File: src/rtl/lsu_pkg.sv
`default_nettype none
// +------------------------------------------------------------------+
// | lsu_pkg : shared opcodes, func3 codes, size/state enums, causes  |
// | Revision: 1.0                                                    |
// +------------------------------------------------------------------+
package lsu_pkg;

    localparam logic [6:0] OPC_LOAD  = 7'b0000011;
    localparam logic [6:0] OPC_STORE = 7'b0100011;

    localparam logic [2:0] F3_B  = 3'b000;
    localparam logic [2:0] F3_H  = 3'b001;
    localparam logic [2:0] F3_W  = 3'b010;
    localparam logic [2:0] F3_D  = 3'b011;
    localparam logic [2:0] F3_BU = 3'b100;
    localparam logic [2:0] F3_HU = 3'b101;
    localparam logic [2:0] F3_WU = 3'b110;

    localparam logic [1:0] CAUSE_MISALIGN = 2'b01;
    localparam logic [1:0] CAUSE_ILLEGAL  = 2'b10;

    typedef enum logic [1:0] {
        SZ_B = 2'd0,
        SZ_H = 2'd1,
        SZ_W = 2'd2,
        SZ_D = 2'd3
    } size_e;

    typedef enum logic [1:0] {
        ST_IDLE   = 2'd0,
        ST_REQ    = 2'd1,
        ST_WAIT_R = 2'd2,
        ST_RESP   = 2'd3
    } state_e;

    function automatic logic [3:0] size_bytes(input size_e sz);
        return 4'd1 << sz;
    endfunction

endpackage
`default_nettype wire

File: src/rtl/lsu_align.sv
`default_nettype none
// +------------------------------------------------------------------+
// | lsu_align : byte enables, store lane shift, load extract/extend  |
// | Revision: 1.0                                                    |
// +------------------------------------------------------------------+
module lsu_align
    import lsu_pkg::*;
#(
    parameter int XLEN  = 64,
    parameter int NB    = XLEN / 8,
    parameter int OFF_W = $clog2(XLEN / 8)
) (
    input  logic [1:0]       size,
    input  logic [OFF_W-1:0] offset,
    input  logic             is_unsigned,
    input  logic [XLEN-1:0]  st_data,
    input  logic [XLEN-1:0]  ld_data,
    output logic [NB-1:0]    be,
    output logic [XLEN-1:0]  wdata,
    output logic [XLEN-1:0]  ld_ext
);

    logic [NB-1:0]   w_size_mask;
    logic [XLEN-1:0] w_data_mask;
    logic [XLEN-1:0] w_shifted;

    always_comb begin
        w_size_mask = '1;
        w_data_mask = '1;
        case (size_e'(size))
            SZ_B: begin
                w_size_mask = NB'(1);
                w_data_mask = XLEN'(64'hFF);
            end
            SZ_H: begin
                w_size_mask = NB'(3);
                w_data_mask = XLEN'(64'hFFFF);
            end
            SZ_W: begin
                w_size_mask = NB'(15);
                w_data_mask = XLEN'(64'hFFFF_FFFF);
            end
            default: begin
                w_size_mask = '1;
                w_data_mask = '1;
            end
        endcase

        be        = w_size_mask << offset;
        wdata     = (st_data & w_data_mask) << {offset, 3'b000};
        w_shifted = ld_data >> {offset, 3'b000};

        // Casting a signed slice up to XLEN sign-extends; unsigned slices zero-extend.
        case (size_e'(size))
            SZ_B:    ld_ext = is_unsigned ? XLEN'(w_shifted[7:0])  : XLEN'($signed(w_shifted[7:0]));
            SZ_H:    ld_ext = is_unsigned ? XLEN'(w_shifted[15:0]) : XLEN'($signed(w_shifted[15:0]));
            SZ_W:    ld_ext = is_unsigned ? XLEN'(w_shifted[31:0]) : XLEN'($signed(w_shifted[31:0]));
            default: ld_ext = w_shifted;
        endcase
    end

endmodule
`default_nettype wire

File: src/rtl/lsu_pipe.sv
`default_nettype none
// +------------------------------------------------------------------+
// | lsu_pipe : handshaked RV64I load/store unit, one access in flight|
// | Option : LSU_MISALIGN_TRAP_EN traps misaligned accesses          |
// | Revision: 1.0                                                    |
// +------------------------------------------------------------------+
module lsu_pipe
    import lsu_pkg::*;
#(
    parameter int XLEN      = 64,
    parameter int ADDR_W    = 32,
    parameter int REG_IDX_W = 5
) (
    input  logic                 clk,
    input  logic                 rst_n,
    input  logic                 in_valid,
    output logic                 in_ready,
    input  logic [6:0]           opcode,
    input  logic [2:0]           func3,
    input  logic [11:0]          imm,
    input  logic [XLEN-1:0]      rs1_data,
    input  logic [XLEN-1:0]      rs2_data,
    input  logic [REG_IDX_W-1:0] rd_idx,
    output logic                 mem_req,
    output logic                 mem_we,
    output logic [ADDR_W-1:0]    mem_addr,
    output logic [XLEN/8-1:0]    mem_be,
    output logic [XLEN-1:0]      mem_wdata,
    input  logic                 mem_gnt,
    input  logic                 mem_rvalid,
    input  logic [XLEN-1:0]      mem_rdata,
    output logic                 wb_valid,
    output logic [REG_IDX_W-1:0] wb_rd,
    output logic [XLEN-1:0]      wb_data,
    output logic                 st_done,
    output logic                 exc_valid,
    output logic [1:0]           exc_cause,
    output logic [ADDR_W-1:0]    exc_addr
);

    localparam int NB    = XLEN / 8;
    localparam int OFF_W = $clog2(NB);

    state_e                r_state;
    logic [ADDR_W-1:0]     r_addr;
    size_e                 r_size;
    logic                  r_unsigned;
    logic [REG_IDX_W-1:0]  r_rd;
    logic [XLEN-1:0]       r_st_data;
    logic                  r_is_store;
    logic                  r_in_ready;
    logic                  r_mem_req;
    logic                  r_wb_valid;
    logic [REG_IDX_W-1:0]  r_wb_rd;
    logic [XLEN-1:0]       r_wb_data;
    logic                  r_st_done;
    logic                  r_exc_valid;
    logic [1:0]            r_exc_cause;
    logic [ADDR_W-1:0]     r_exc_addr;

    logic                  w_is_load;
    logic                  w_is_store;
    logic                  w_illegal;
    size_e                 w_size;
    logic [ADDR_W-1:0]     w_eff;
    logic [OFF_W-1:0]      w_align_mask;
    logic [ADDR_W-1:0]     w_addr_cap;
`ifdef LSU_MISALIGN_TRAP_EN
    logic                  w_misaligned;
`endif

    logic [NB-1:0]         w_be;
    logic [XLEN-1:0]       w_wdata;
    logic [XLEN-1:0]       w_ld_ext;

    always_comb begin
        w_is_load    = (opcode == OPC_LOAD);
        w_is_store   = (opcode == OPC_STORE);
        w_size       = size_e'(func3[1:0]);
        w_eff        = ADDR_W'(rs1_data + XLEN'($signed(imm)));
        w_align_mask = OFF_W'(size_bytes(w_size) - 4'd1);

        w_illegal = 1'b0;
        if (w_is_store)
            w_illegal = func3[2];
        else if (w_is_load)
            w_illegal = (func3 == 3'b111);
        // A 32-bit bus has no doubleword and no zero-extending word load.
        if ((XLEN == 32) && ((w_size == SZ_D) || (func3 == F3_WU)))
            w_illegal = 1'b1;

`ifdef LSU_MISALIGN_TRAP_EN
        w_misaligned = |(w_eff[OFF_W-1:0] & w_align_mask);
        w_addr_cap   = w_eff;
`else
        w_addr_cap   = {w_eff[ADDR_W-1:OFF_W], w_eff[OFF_W-1:0] & ~w_align_mask};
`endif
    end

    lsu_align #(
        .XLEN (XLEN)
    ) u_align (
        .size        (r_size),
        .offset      (r_addr[OFF_W-1:0]),
        .is_unsigned (r_unsigned),
        .st_data     (r_st_data),
        .ld_data     (mem_rdata),
        .be          (w_be),
        .wdata       (w_wdata),
        .ld_ext      (w_ld_ext)
    );

    always_ff @(posedge clk or negedge rst_n) begin
        if (!rst_n) begin
            r_state     <= ST_IDLE;
            r_addr      <= '0;
            r_size      <= SZ_B;
            r_unsigned  <= 1'b0;
            r_rd        <= '0;
            r_st_data   <= '0;
            r_is_store  <= 1'b0;
            r_in_ready  <= 1'b1;
            r_mem_req   <= 1'b0;
            r_wb_valid  <= 1'b0;
            r_wb_rd     <= '0;
            r_wb_data   <= '0;
            r_st_done   <= 1'b0;
            r_exc_valid <= 1'b0;
            r_exc_cause <= '0;
            r_exc_addr  <= '0;
        end else begin
            r_wb_valid  <= 1'b0;
            r_st_done   <= 1'b0;
            r_exc_valid <= 1'b0;
            case (r_state)
                ST_IDLE: begin
                    if (in_valid && (w_is_load || w_is_store)) begin
                        if (w_illegal) begin
                            r_exc_valid <= 1'b1;
                            r_exc_cause <= CAUSE_ILLEGAL;
                            r_exc_addr  <= w_eff;
                        end
`ifdef LSU_MISALIGN_TRAP_EN
                        else if (w_misaligned) begin
                            r_exc_valid <= 1'b1;
                            r_exc_cause <= CAUSE_MISALIGN;
                            r_exc_addr  <= w_eff;
                        end
`endif
                        else begin
                            r_addr     <= w_addr_cap;
                            r_size     <= w_size;
                            r_unsigned <= func3[2];
                            r_rd       <= rd_idx;
                            r_st_data  <= rs2_data;
                            r_is_store <= w_is_store;
                            r_in_ready <= 1'b0;
                            r_mem_req  <= 1'b1;
                            r_state    <= ST_REQ;
                        end
                    end
                end
                ST_REQ: begin
                    if (mem_gnt) begin
                        r_mem_req <= 1'b0;
                        if (r_is_store) begin
                            r_st_done  <= 1'b1;
                            r_in_ready <= 1'b1;
                            r_state    <= ST_IDLE;
                        end else if (mem_rvalid) begin
                            // Same-cycle grant and data: skip the wait state.
                            r_wb_data  <= w_ld_ext;
                            r_wb_rd    <= r_rd;
                            r_wb_valid <= 1'b1;
                            r_state    <= ST_RESP;
                        end else begin
                            r_state <= ST_WAIT_R;
                        end
                    end
                end
                ST_WAIT_R: begin
                    if (mem_rvalid) begin
                        r_wb_data  <= w_ld_ext;
                        r_wb_rd    <= r_rd;
                        r_wb_valid <= 1'b1;
                        r_state    <= ST_RESP;
                    end
                end
                ST_RESP: begin
                    r_in_ready <= 1'b1;
                    r_state    <= ST_IDLE;
                end
                default: begin
                    r_in_ready <= 1'b1;
                    r_mem_req  <= 1'b0;
                    r_state    <= ST_IDLE;
                end
            endcase
        end
    end

    assign in_ready  = r_in_ready;
    assign mem_req   = r_mem_req;
    assign mem_we    = r_mem_req & r_is_store;
    assign mem_addr  = r_mem_req ? {r_addr[ADDR_W-1:OFF_W], {OFF_W{1'b0}}} : '0;
    assign mem_be    = r_mem_req ? w_be : '0;
    assign mem_wdata = r_mem_req ? w_wdata : '0;
    assign wb_valid  = r_wb_valid;
    assign wb_rd     = r_wb_rd;
    assign wb_data   = r_wb_data;
    assign st_done   = r_st_done;
    assign exc_valid = r_exc_valid;
    assign exc_cause = r_exc_cause;
    assign exc_addr  = r_exc_addr;

endmodule
`default_nettype wire

File: config.mk
export PLATFORM = sky130hd
export DESIGN_NAME = lsu_pipe
export DESIGN_NICKNAME = d
export VERILOG_FILES = /design/src/rtl/lsu_pkg.sv /design/src/rtl/lsu_align.sv /design/src/rtl/lsu_pipe.sv
export SDC_FILE = /design/constraint.sdc
export NUM_CORES = 1
export LEC_CHECK = 0
export ABC_AREA = 1
export CORE_UTILIZATION = 53
export DETAILED_ROUTE_END_ITERATION = 10
export PLACE_DENSITY = 0.95
export SYNTH_ARGS = -nofsm -noshare
export SYNTH_HDL_FRONTEND = slang
export SYNTH_HIERARCHICAL = 1
export SYNTH_SLANG_ARGS = --single-unit
File: constraint.sdc
create_clock -name clk -period 5 [get_ports clk]
set_input_delay 1 -clock clk [delete_from_list [all_inputs] [get_ports clk]]
set_output_delay 1 -clock clk [all_outputs]
set_load 0.01 [all_outputs]
# Word-level counts from Yosys, hierarchy flattened
# Cells that the tools add are included.
[word_totals]
register_bits = 214
output_inout_bits = 213
[op_classes]
add_sub_neg = 2
n_eq_ne = 14
n_shift = 4
n_mux = 45
bitwise = 5
reduce_logical = 13
[ops]
columns = ["operator", "count"]
rows = [
  ["64-bit two-way mux", 7],
  ["64-bit case mux with 3 select lines", 2],
  ["64-bit case mux with 2 select lines", 1],
  ["64-bit bitwise AND", 1],
  ["64-bit by 6-bit << shifter with 64-bit output", 1],
  ["64-bit by 6-bit right shift with 64-bit output", 1],
  ["32-bit adder", 1],
  ["32-bit two-way mux", 1],
  ["8-bit case mux with 3 select lines", 1],
  ["1-bit two-way mux", 19],
  ["5-bit two-way mux", 3],
  ["2-bit inequality test, second input constant", 6],
  ["2-bit two-way mux", 5],
  ["5-bit case mux with 2 select lines", 1],
  ["3-bit AND reduction", 3],
  ["8-bit two-way mux", 1],
  ["2-bit case mux with 4 select lines", 1],
  ["4-bit AND reduction", 2],
  ["8-bit by 3-bit << shifter with 8-bit output", 1],
  ["7-bit by 2-bit == test with 1-bit output, second input constant", 1],
  ["7-bit by 6-bit == test with 1-bit output, second input constant", 1],
  ["2-bit == test, second input constant", 3],
  ["5-bit AND reduction", 1],
  ["2-bit by 1-bit == test with 1-bit output, second input constant", 2],
  ["other kinds (14)", 17],
]

# Depth between registers and ports, before layout
[depth]
ltp_word = 7
ltp_mapped = 13
mapped_depth_nobuf = 13

# Modules after synthesis
# The synthesis kept the hierarchy.
[by_module_without_submodules]
columns = ["mod", "instances", "cells_each", "area_per_inst_um2", "seq_area_each_um2"]
rows = [
  ["lsu_pipe", 1, 1482, 11332.1, 5356.4],
  ["lsu_align", 1, 826, 3938.8, 0.0],
]

# Worst setup path before layout
# Ideal clock, no wire load.
[synth_timing]
path_type = "register to output"
from = "register r_addr[0]"
to = "output port mem_wdata[53]"
t_arrival_ns = 1.476
slack_ns = 2.524
path_stages_with_launch = 11
n_path_buf = 4
path_cell_list = "dfrtp_1 buf_6 buf_6 buf_4 buf_4 o21ai_1 nor2_1 o21ai_0 nand2_1 nand2_1 inv_1"
[synth_between]
elab_chain_cells = 2
[synth_lines]
columns = ["element", "line_no", "rtl"]
rows = [
  ["from (decl)", "lsu_pipe.sv:45", "logic [ADDR_W-1:0] r_addr;"],
  ["from (signal assigned)", "lsu_pipe.sv:151", "r_addr <= w_addr_cap;"],
  ["64-bit by 6-bit << shifter with 64-bit output", "lsu_align.sv:50", "wdata = (st_data & w_data_mask) << {offset, 3'b000};"],
  ["via w_wdata[53]", "lsu_pipe.sv:73", "logic [XLEN-1:0] w_wdata;"],
  ["64-bit two-way mux", "lsu_pipe.sv:207", "assign mem_wdata = r_mem_req ? w_wdata : '0;"],
  ["to (decl)", "lsu_pipe.sv:28", "output logic [XLEN-1:0] mem_wdata,"],
]
# The timed path passes the listed nets, and every way through them passes these cells.

# Worst setup path after layout
[layout_timing]
from = "register r_addr[1]"
to = "output port mem_wdata[51]"
# Same word-level chain as after synthesis.

==> summary.md <==
| Metric | Value |
|---|---|
| Utilization after layout | 0.7175 |
| Clock latency at the later pin of the worst-skew pair | 0.54 ns |
| Clock root buffer master | clkbuf_16 |
| Post-CTS Setup Bufs | 0 |
| Fraction of power spent switching nets | 0.3537 |
| Kind of critical path | reg2out |
| Count of flip-flops with a built-in enable after synthesis | 0 |
| Avg Synthesized Cell Area | approximately 6.6 µm² |
| Site row count | 61 |
| Vias in the first global route | around 16000 |
| Predominant post-synthesis flop cell | dfrtp_1 |
| Count of boundary I/O pins | 437 |
| Area occupied by multi-input gates | slightly above 0.008 mm² |
| Clock skew after layout | between 0.02 and 0.025 ns |
| Highest signal layer in the routed design | met5 |
| Net count reported at finish | 2893 |
| Class of the most critical hold timing path | reg2reg |
| Max VDD drop | 0.0002381 V |
| RSZ-0062 raised after global routing | no |
| Number of standard cells in the final layout excluding fillers | 3032 |
| Status | finished clean |
| Maximum clock frequency | ~220 MHz |
| Clock Tree Buf Depth | 3 |
| Worst-path cell with the longest stage delay | dfrtp_1 |
| Flip-flop and latch count after synthesis | 214 |
| Ratio of final minimum period to clock period | 0.9111 |
| Library cell with the largest summed area after synthesis | dfrtp_1 |
| Overall power of the completed layout | 7.114 mW |
| Count of final setup violators | 0 |
| Detail-routed net length per standard cell | 19.57 µm |
| Clock network fraction of total power | 0.279 |
| Worst endpoint required time | 4.00 ns |
| Startpoint Class | register |
| Count of buffering cells on the critical path with inverters included | 5 |
| Proportion of layout cells with a drive suffix above 1 | 0.05696 |
| Placed cell areas | 0.01925 mm² |
| Number of placed instances, taps included | 2983 |
| Top cells by area, synth | dfrtp_1 35%, nand2_1 23%, inv_1 7.4% |
| First-pass iteration count of the detailed router | 9 |
| Slowest Stage Delay on Critical Path | 0.67 ns |
| Detailed-routed wire length on met3 | 5504 µm |
| Sequential cell area | 0.005365 mm² |
| Most used standard cells in the synthesized netlist | 948 x nand2_1, 300 x inv_1, 213 x dfrtp_1 |
| Routed wire length | 59330 µm |
| Sequential fraction of design power | 0.350 |
| Antenna violation net count after detailed routing | 0 |
| Routed length on met2 | ~27000 µm |
| Net switching power of the design | 2.516 mW |
| CP delay by family, top | buffers and inverters |
| Worst-margin pin slew | ~1.2 ns |
| Cell count after synthesis | 2308 |
| Fraction of post-synthesis cell area in the top cell type by area | 0.3490 |
| Overflow left after global routing | 0 |
| Count of unique library cells instantiated by Yosys | between 40 and 50 |
| Setup slack of the most critical reg-to-reg path | 1.40 ns |
| Met1 Routed Length | 23680 µm |
| DR vias/cell | 5.656 |
| Largest net degree at the start of global routing | 113 |
| Combinational share of power | 0.372 |
| Total of buffers placed on input and output ports | 400 |
| Starting utilization of the core area | 0.5437 |
| Via Count | 17150 |
| Total power density per cell area | 353.0 mW/mm² |
| Crit path time final | 4.556 ns |
| CTS tree | yes |
| Data arrival time of the critical path | ~3.6 ns |
| Clock net sink count | about 210 |
| Clock-pin slew on the worst setup and hold paths | 0.05 ns |
| Number of maximum-capacitance constraint violations | 0 |
| Critical Path End Type | output port |
| Critical path, cell by cell | inv_2 > buf_4 > nand2_1 > nor2_2 > nand2_1 > o21ai_0 > inv_1 > nand2_1 > nand2_1 > inv_1 > clkdlybuf4s50_1 |
| Number of endpoints with negative hold slack in the final report | 0 |
| Cell leakage power | around 11 nW |
| Layout Cell Area excl Fill | roughly 0.020 mm² |
| Synthesis-to-finish area growth | 31.96% |
| Fraction of the yosys area taken by sequential cells | 0.3508 |
| Routability congestion estimate from global placement | ~0.99 |
| Initial antenna violation count | 2 |
| Critical Path Most Common Cell | nand2_1 |
| Cell internal power dissipation | about 4.6 mW |
| Synth warnings | 6 |
| Clock buffer count from CTS | 26 |
| Die extent in x | 171.7 µm |
| Detailed Place HPWL | 43600 µm |
| Core region area | 0.02809 mm² |
| Headroom to the max-slew limit | 0.2112 |
| Count of hold-fix buffers inserted at cts | 0 |
| Asr flop ratio synth | 1.000 |
| Final Slew Violations | 0 |
| Setup TNS | 0 ns |
| Dominant cell by count in the synthesized netlist | nand2_1 |
| Number of DRC violations after detailed routing | 0 |
| CTS-repair resized insts | 0 |
| Height of the die | around 170 µm |
| Post-synth design cell area | 0.01527 mm² |
| H-tree level count | 1 |
| Total Die Area | ~0.03 mm² |
| All-layer global routing usage | 0.3950 |
| Drt initial violations | 2108 |
| Peak fanout along the critical path | 63 |
| Global-route wire length before repair | around 90000 µm |
| Number of fillers in the final layout | 2275 |
## final cells by class
cell class / count / area share
antenna: 3 / 0.0003725
multi-input combinational: 1664 / 0.4006
clock inverter: 8 / 0.006209
inverter: 306 / 0.05712
sequential: 214 / 0.2662
clock buffer: 38 / 0.03806
tap: 378 / 0.02347
timing repair buffer: 421 / 0.2079
## worst paths after layout
check / depth (start not counted) / start / to
max: 11 / r_addr[1] / mem_wdata[51]
max in group asynchronous: 2 / rst_n / r_st_data[18]
min in group asynchronous: 1 / rst_n / wb_data[61]
max reg2reg: 9 / r_addr[2] / wb_data[55]
min: 2 / r_addr[9] / r_addr[9]
min reg2reg: 2 / r_addr[9] / r_addr[9]
## flip-flops by register name, indices dropped and copies added (netlist names), named ones only
name,flops
exc_addr,32
exc_cause,1
exc_valid,1
in_ready,1
mem_req,1
r_addr,32
r_is_store,1
r_rd,5
r_size,2
r_st_data,64
r_state,1
r_unsigned,1
st_done,1
wb_data,64
wb_rd,5
wb_valid,1
## through the flow
| step | setup WS [ns] | hold WS (ns) |
|---|---|---|
| 2_1_floorplan | 2.524 | 0.4433 |
| 3_3_place_gp | 1.045 | 0.4552 |
| 3_5_place_dp | 1.070 | 0.4649 |
| 4_1_cts | 0.4923 | 0.4805 |
| 5_1_grt | 0.2309 | 0.4962 |
| 6_report | 0.4445 | 0.4791 |
## tightest hold or removal path: cells and delay by family, from the launching register on
family | cells | cell delay, ns
DFF | 1 | 0.34
and+or+nand+nor | 2 | 0.10
## power by group through the flow
stage	clock network (mW)	logic, mW	registers (mW)
after floorplan	0	1.28	2.50
after global placement	0	2.51	2.47
after detailed placement	0	2.57	2.50
after CTS	1.99	2.60	2.47
after global routing	2.05	2.83	2.53
final	1.98	2.64	2.49
## metal layers
layer	vias to the layer above	track usage
met3	189	0.06374
met2	1044	0.6393
met1	7993	0.5112
li1	7920	-
met5	-	0
met4	2	0.1989
## layout by cell type, fill, tap and decap left out, types with 4 or more instances in the layout
| cell type | Yosys | routed |
|---|---|---|
| o21ai_0 | 108 | 108 |
| inv_2 | 4 | 4 |
| buf_4 | 18 | 19 |
| nand2_1 | 948 | 948 |
| nand3b_1 | 5 | 5 |
| dfrtp_1 | 213 | 210 |
| a21oi_1 | 45 | 45 |
| xnor2_1 | 8 | 8 |
| nand2_2 | 5 | 5 |
| xor2_1 | 6 | 6 |
| nand3_1 | 119 | 119 |
| clkdlybuf4s50_1 | 0 | 399 |
| a21boi_0 | 5 | 5 |
| mux2_2 | 64 | 64 |
| clkbuf_8 | 0 | 6 |
| and2_1 | 8 | 8 |
| ha_1 | 35 | 35 |
| clkbuf_16 | 0 | 27 |
| clkbuf_1 | 48 | 6 |
| o21ai_1 | 46 | 46 |
| inv_1 | 300 | 300 |
| nor3_1 | 4 | 4 |
| o2111ai_1 | 4 | 4 |
| o221ai_1 | 28 | 28 |
| o22ai_1 | 30 | 30 |
| conb_1 | 1 | 4 |
| o211ai_1 | 11 | 11 |
| nor2_1 | 118 | 117 |
| nand4_1 | 37 | 37 |
## kinds of logic (layout without fill, tap and decap cells)
family / after synthesis / in the layout / synth area share
compound gates: 287 / 287 / 0.1087
xor+xnor: 14 / 14 / 0.008030
fa+ha+maj: 36 / 36 / 0.02999
buf+inv: 433 / 773 / 0.1220
flops: 214 / 214 / 0.3508
mux: 64 / 64 / 0.04719
other cells: 1 / 7 / 0.0002456
simple gates: 1259 / 1259 / 0.3331
No activity file was read; power rests on OpenSTA's default activity.
